**src/rtl/lun_request_arbiter.sv**
```systemverilog
// lun_request_arbiter: round-robin arbiter feeding two command requesters into one LUN mapper
module lun_request_arbiter #(
    parameter logic [23:0] TIMEOUT_CYCLES = 24'd12_000_000
) (
    input  logic        clk,
    input  logic        rst_n,
    input  logic        req0_valid,
    input  logic        req0_write,
    input  logic [2:0]  req0_lun,
    input  logic [31:0] req0_lba,
    input  logic [15:0] req0_count,
    output logic        req0_ack,
    output logic        req0_done,
    output logic        req0_error,
    output logic [1:0]  req0_status,
    input  logic        req1_valid,
    input  logic        req1_write,
    input  logic [2:0]  req1_lun,
    input  logic [31:0] req1_lba,
    input  logic [15:0] req1_count,
    output logic        req1_ack,
    output logic        req1_done,
    output logic        req1_error,
    output logic [1:0]  req1_status,
    output logic [2:0]  m_lun,
    output logic [31:0] m_lba,
    output logic [15:0] m_count,
    output logic        m_read,
    output logic        m_write,
    output logic        m_abort,
    input  logic        m_ready,
    input  logic        m_done,
    input  logic        m_error,
    input  logic [3:0]  lun_present,
    input  logic [3:0]  lun_readonly,
    output logic        busy,
    output logic        grant_owner
);
    typedef enum logic [2:0] {IDLE, CHECK, ISSUE, WAIT, RESP} state_t;
    state_t      state, state_n;
    logic        last_served, lat_write, win, accept, lun_bad, ro, timeout;
    logic [2:0]  lat_lun;
    logic [31:0] lat_lba;
    logic [15:0] lat_count;
    logic [23:0] wd, lim;
    logic [1:0]  st, ack, done, err;
    assign lim = (TIMEOUT_CYCLES == 24'd0) ? 24'd1 : TIMEOUT_CYCLES;
    assign {req1_ack, req0_ack} = ack;
    assign {req1_done, req0_done} = done;
    assign {req1_error, req0_error} = err;
    // Arbitration, CHECK predicates and next-state selection
    always_comb begin
        win = (req0_valid & req1_valid) ? ~last_served : req1_valid;
        accept = m_ready & (req0_valid | req1_valid);
        lun_bad = lat_lun[2] | ~lun_present[lat_lun[1:0]];
        ro = lat_write & lun_readonly[lat_lun[1:0]];
        timeout = wd >= lim - 24'd1;
        state_n = state;
        case (state)
            IDLE:    state_n = accept ? CHECK : IDLE;
            CHECK:   state_n = (lun_bad | ro | lat_count == 16'd0) ? RESP : ISSUE;
            ISSUE:   state_n = WAIT;
            WAIT:    state_n = (m_error | m_done | timeout) ? RESP : WAIT;
            RESP:    state_n = IDLE;
            default: state_n = IDLE;
        endcase
    end
    // State register
    always_ff @(posedge clk) begin
        if (!rst_n) state <= IDLE;
        else state <= state_n;
    end
    // Registered outputs, latched command, status and watchdog
    always_ff @(posedge clk) begin
        if (!rst_n) begin
            last_served <= 1'b1;
            grant_owner <= 1'b0;
            busy        <= 1'b0;
            ack         <= 2'b00;
            done        <= 2'b00;
            err         <= 2'b00;
            m_read      <= 1'b0;
            m_write     <= 1'b0;
            m_abort     <= 1'b0;
            m_lun       <= 3'd0;
            m_lba       <= 32'd0;
            m_count     <= 16'd0;
            req0_status <= 2'd0;
            req1_status <= 2'd0;
            st          <= 2'd0;
            wd          <= 24'd0;
            lat_write   <= 1'b0;
            lat_lun     <= 3'd0;
            lat_lba     <= 32'd0;
            lat_count   <= 16'd0;
        end else begin
            ack     <= 2'b00;
            done    <= 2'b00;
            err     <= 2'b00;
            m_read  <= 1'b0;
            m_write <= 1'b0;
            m_abort <= 1'b0;
            busy    <= state_n != IDLE;
            case (state)
                IDLE: if (accept) begin
                    grant_owner <= win;
                    ack         <= win ? 2'b10 : 2'b01;
                    lat_write   <= win ? req1_write : req0_write;
                    lat_lun     <= win ? req1_lun : req0_lun;
                    lat_lba     <= win ? req1_lba : req0_lba;
                    lat_count   <= win ? req1_count : req0_count;
                end
                CHECK: st <= lun_bad ? 2'd1 : ro ? 2'd2 : 2'd0;
                ISSUE: begin
                    m_lun   <= lat_lun;
                    m_lba   <= lat_lba;
                    m_count <= lat_count;
                    m_read  <= ~lat_write;
                    m_write <= lat_write;
                    wd      <= 24'd0;
                end
                WAIT: begin
                    wd <= (wd == 24'hFF_FFFF) ? wd : wd + 24'd1;
                    if (m_error) st <= 2'd3;
                    else if (m_done) st <= 2'd0;
                    else if (timeout) begin
                        st      <= 2'd3;
                        m_abort <= 1'b1;
                    end
                end
                RESP: begin
                    done        <= {grant_owner, ~grant_owner} & {2{st == 2'd0}};
                    err         <= {grant_owner, ~grant_owner} & {2{st != 2'd0}};
                    last_served <= grant_owner;
                    if (grant_owner) req1_status <= st;
                    else req0_status <= st;
                end
                default: ;
            endcase
        end
    end
endmodule

```
**config.mk**
```make
export PLATFORM = sky130hd
export DESIGN_NAME = lun_request_arbiter
export DESIGN_NICKNAME = d
export VERILOG_FILES = /design/src/rtl/lun_request_arbiter.sv
export SDC_FILE = /design/constraint.sdc
export NUM_CORES = 1
export LEC_CHECK = 0
export CORE_AREA = 2 2 164 166
export CTS_CLUSTER_DIAMETER = 200
export DETAILED_ROUTE_END_ITERATION = 8
export DIE_AREA = 0 0 166 168
export PLACE_DENSITY_LB_ADDON = 0.05
export SETUP_SLACK_MARGIN = 0.4
export SYNTH_ARGS = -nofsm -noshare
export SYNTH_HDL_FRONTEND = slang
export SYNTH_SLANG_ARGS = --single-unit
```
**constraint.sdc**
```tcl
create_clock -name clk -period 2.4 [get_ports clk]
set_input_delay 0.36 -clock clk [delete_from_list [all_inputs] [get_ports clk]]
set_output_delay 0.36 -clock clk [all_outputs]
set_load 0.01 [all_outputs]
```
==> impl_metrics.yaml <==
status:
  outcome: "finished, final reports clean"
timing:
  fin_crit_sh_pct: 79.8
  setup_viol: 0
  max_freq_mhz: 522
  fin_skew_ns: 0.00924
  max-slew-margin-rel_pct: 62.2
  min_period_ns: 1.92
  rsz0062_at_grt: "yes"
  hold_viol: 0
  maxSlewViolCount: 0
  finalSetupTns_ns: 0
  worst_pin_slew_ns: 0.566
routing:
  drt_iter0_drc: 223
  routed-wl-met2_microns: 8850
  dr.pass1.iters: 4
  highest_layer: "met4"
  viasPerCell: 4.47
  routedLengthMet1_microns: 8470
  dr_total_vias: 5554
  antenna_left: 0
  drt-total-wl_microns: 18700
  drc: 0
  post_drt_wl_per_cell_microns: 15.1
  routed-wl-met3_microns: 1170
global_routing:
  antenna_found_initial: 0
  grt-ovfl-total: 0
  grt_max_degree: 72
  first_global_vias: 5628
  grt_pass1_wl_microns: 29800
  grt_usage_pct: 13.4
critical_path:
  end_kind: "flop"
  cp_max_fo: 6
  crit_arrival_ns: 2.21
  critPathMaxStageDelay_ns: 0.43
  critPathLaunchType: "flop"
  crit_path_frequent_cell: "buf_4"
  path_delay_family: "simple AND/OR/NAND/NOR gates"
  cp_slowest_cell: "dfxtp_1"
  reg2reg_slack_ns: 0.48
  crit_required_ns: 2.70
  critical_path_class: "reg -> reg"
  worstPathBufferInverterCount: 2
  path_cells: "and4_4, nand4_1, buf_4, o41ai_4, buf_4, nor3_1, xnor2_1, nor2_1"
die:
  coreArea_sq_mm: 0.0264
  start_util_pct: 24.3
  die_h_microns: 168
  die_area_sq_mm: 0.0279
  pin_count: 185
  die_w_microns: 166
  rows: 60
clock_network:
  clk_latency_ns: 0.42
  numCtsBuffers: 17
  clock_sink_count: 148
  cts_root_buffer: "clkbuf_16"
  clock_path_buffers: 2
  htreeDepth: 4
  clk_pin_slew_worst_paths_ns: 0.06
  cts_tree: "yes"
finish:
  syn2layout_area_growth_pct: 47.2
  design_area_sq_mm: 0.00943
  drive_gt1_share_pct: 8.67
  layout.nets: 1007
logic_synthesis:
  syn_avg_cell_area_sq_um: 9.04
  syn_nets: 828
  synth_cell_types: 45
  post-synth-top-count-cell: "nand2_1"
  synth_top_area_cell: "dfxtp_1"
  yosys_warnings: 0
  syn_inst: 708
  synth_seq_cells: 148
  seq_area_frac_synth_pct: 46.3
  synth_edf_count: 0
  synth.top_cell.area_share_pct: 46.3
  synth_ff_type: "dfxtp_1"
  synthTopCellsByArea: "dfxtp_1 (46%), nand2_1 (11%), mux2i_1 (8.9%)"
  async_reset_ff_share_pct: 0
  syn-cell-area_sq_mm: 0.00640
  ys_top_cells_by_count: "nand2_1 (180), dfxtp_1 (148), mux2i_1 (57), a21boi_0 (55), o211a_1 (52)"
worst_hold_path:
  hp-class: "in -> reg"
placed_design:
  gp_congestion: 0.726
  place_hpwl_microns: 13100
  place_area_sq_mm: 0.00870
  numPortBuffers: 184
pwr:
  max-vdd-ir-drop_uv: 379
  p_leak_nw: 3.74
  cellPowerDensity_mw_per_mm2: 680
flow_run:
  max_cap_violations: 0
[routing by layer]
layer  global-route usage (%)  vias up
met1                     16.6     2597
met5                        0        -
met3                     4.80       11
met4                     3.67        0
met2                     22.2      118
li1                         -     2828
[path summary, 6_finish.rpt]
check,start,endpoint,cells after the start
max,wd[19]$_SDFFE_PN0P_,wd[13]$_SDFFE_PN0P_,8
min,rst_n,last_served$_SDFFE_PN1N_,2
min reg2reg,m_lba[31]$_SDFFE_PN0P_,m_lba[31]$_SDFFE_PN0P_,2
max reg2reg,wd[19]$_SDFFE_PN0P_,wd[13]$_SDFFE_PN0P_,8
[where the power goes]
part           total, mW  switching (mW)  internal (mW)  leakage [nW]
registers           2.70           0.101           2.60          1.21
clock network       2.86            1.10           1.76         0.303
logic              0.855           0.399          0.456          2.23
[cells by family after synthesis]
| kind of cell | synth area share (%) |
|---|---|
| fa+ha+maj | 0.195 |
| compound gates | 18.6 |
| xor+xnor | 2.05 |
| flops | 46.3 |
| mux | 9.26 |
| simple gates | 20.2 |
| buf+inv | 3.36 |
[cells in the final DEF, fill, tap and decap left out, types with 3 or more instances in the layout]
cell type,instances
a21oi_1,12
and3_1,3
nand4_1,4
dfxtp_2,4
clkdlybuf4s50_1,183
xnor2_1,14
nand2b_1,3
buf_4,18
and2_1,3
o21ai_0,13
nand2_1,178
nand3_1,8
mux2i_1,57
inv_6,3
a21boi_0,53
bufinv_16,4
clkinv_4,5
dfxtp_1,144
o211a_1,52
clkbuf_16,17
nor3_1,15
or3_1,8
nor2_1,30
nor2b_1,5
buf_12,5
nor4_1,9
inv_1,7
[state kept, by name (all words and copies together), names as in the netlist, 2 cells and up]
signal and count:
lat_lba 32, m_lba 32, wd 24, lat_count 16
m_count 16, lat_lun 3, m_lun 3, state 3
ack 2, done 2, err 2, req0_status 2
req1_status 2, st 2
[what timing repair did]
item / 4_1_cts / 5_1_grt
pin swaps: 4 / 3
cloned: 0 / 0
setup buffers: 5 / 1
endpoints found under the setup margin: 64 / 25
hold buffers: 0 / 0
resized for setup: 7 / 10
[cell type report]
class / instances / area (sq um)
clock inverters: 13 / 198
flip-flops and latches: 148 / 2970
fillers: 2662 / 16900
multi-input cells: 506 / 3290
clock buffers: 19 / 433
well taps: 341 / 427
repair buffers: 207 / 2080
inverters: 7 / 26.3
diodes: 1 / 2.50
[metrics by stage]
step           util, %  hold WS (ns)  setup slack, ns  total power, mW  instances
5_1_grt           35.8         0.450            0.361             6.73       1241
3_5_place_dp      33.0         0.456            0.218             3.63       1203
3_3_place_gp      33.0         0.447            0.218             3.62       1203
2_1_floorplan        -         0.434            0.545             3.18        708
6_report          35.8         0.412            0.484             6.41       1242
4_1_cts           35.7         0.385            0.401             6.54       1240
Power figures use the tool's default switching activity.
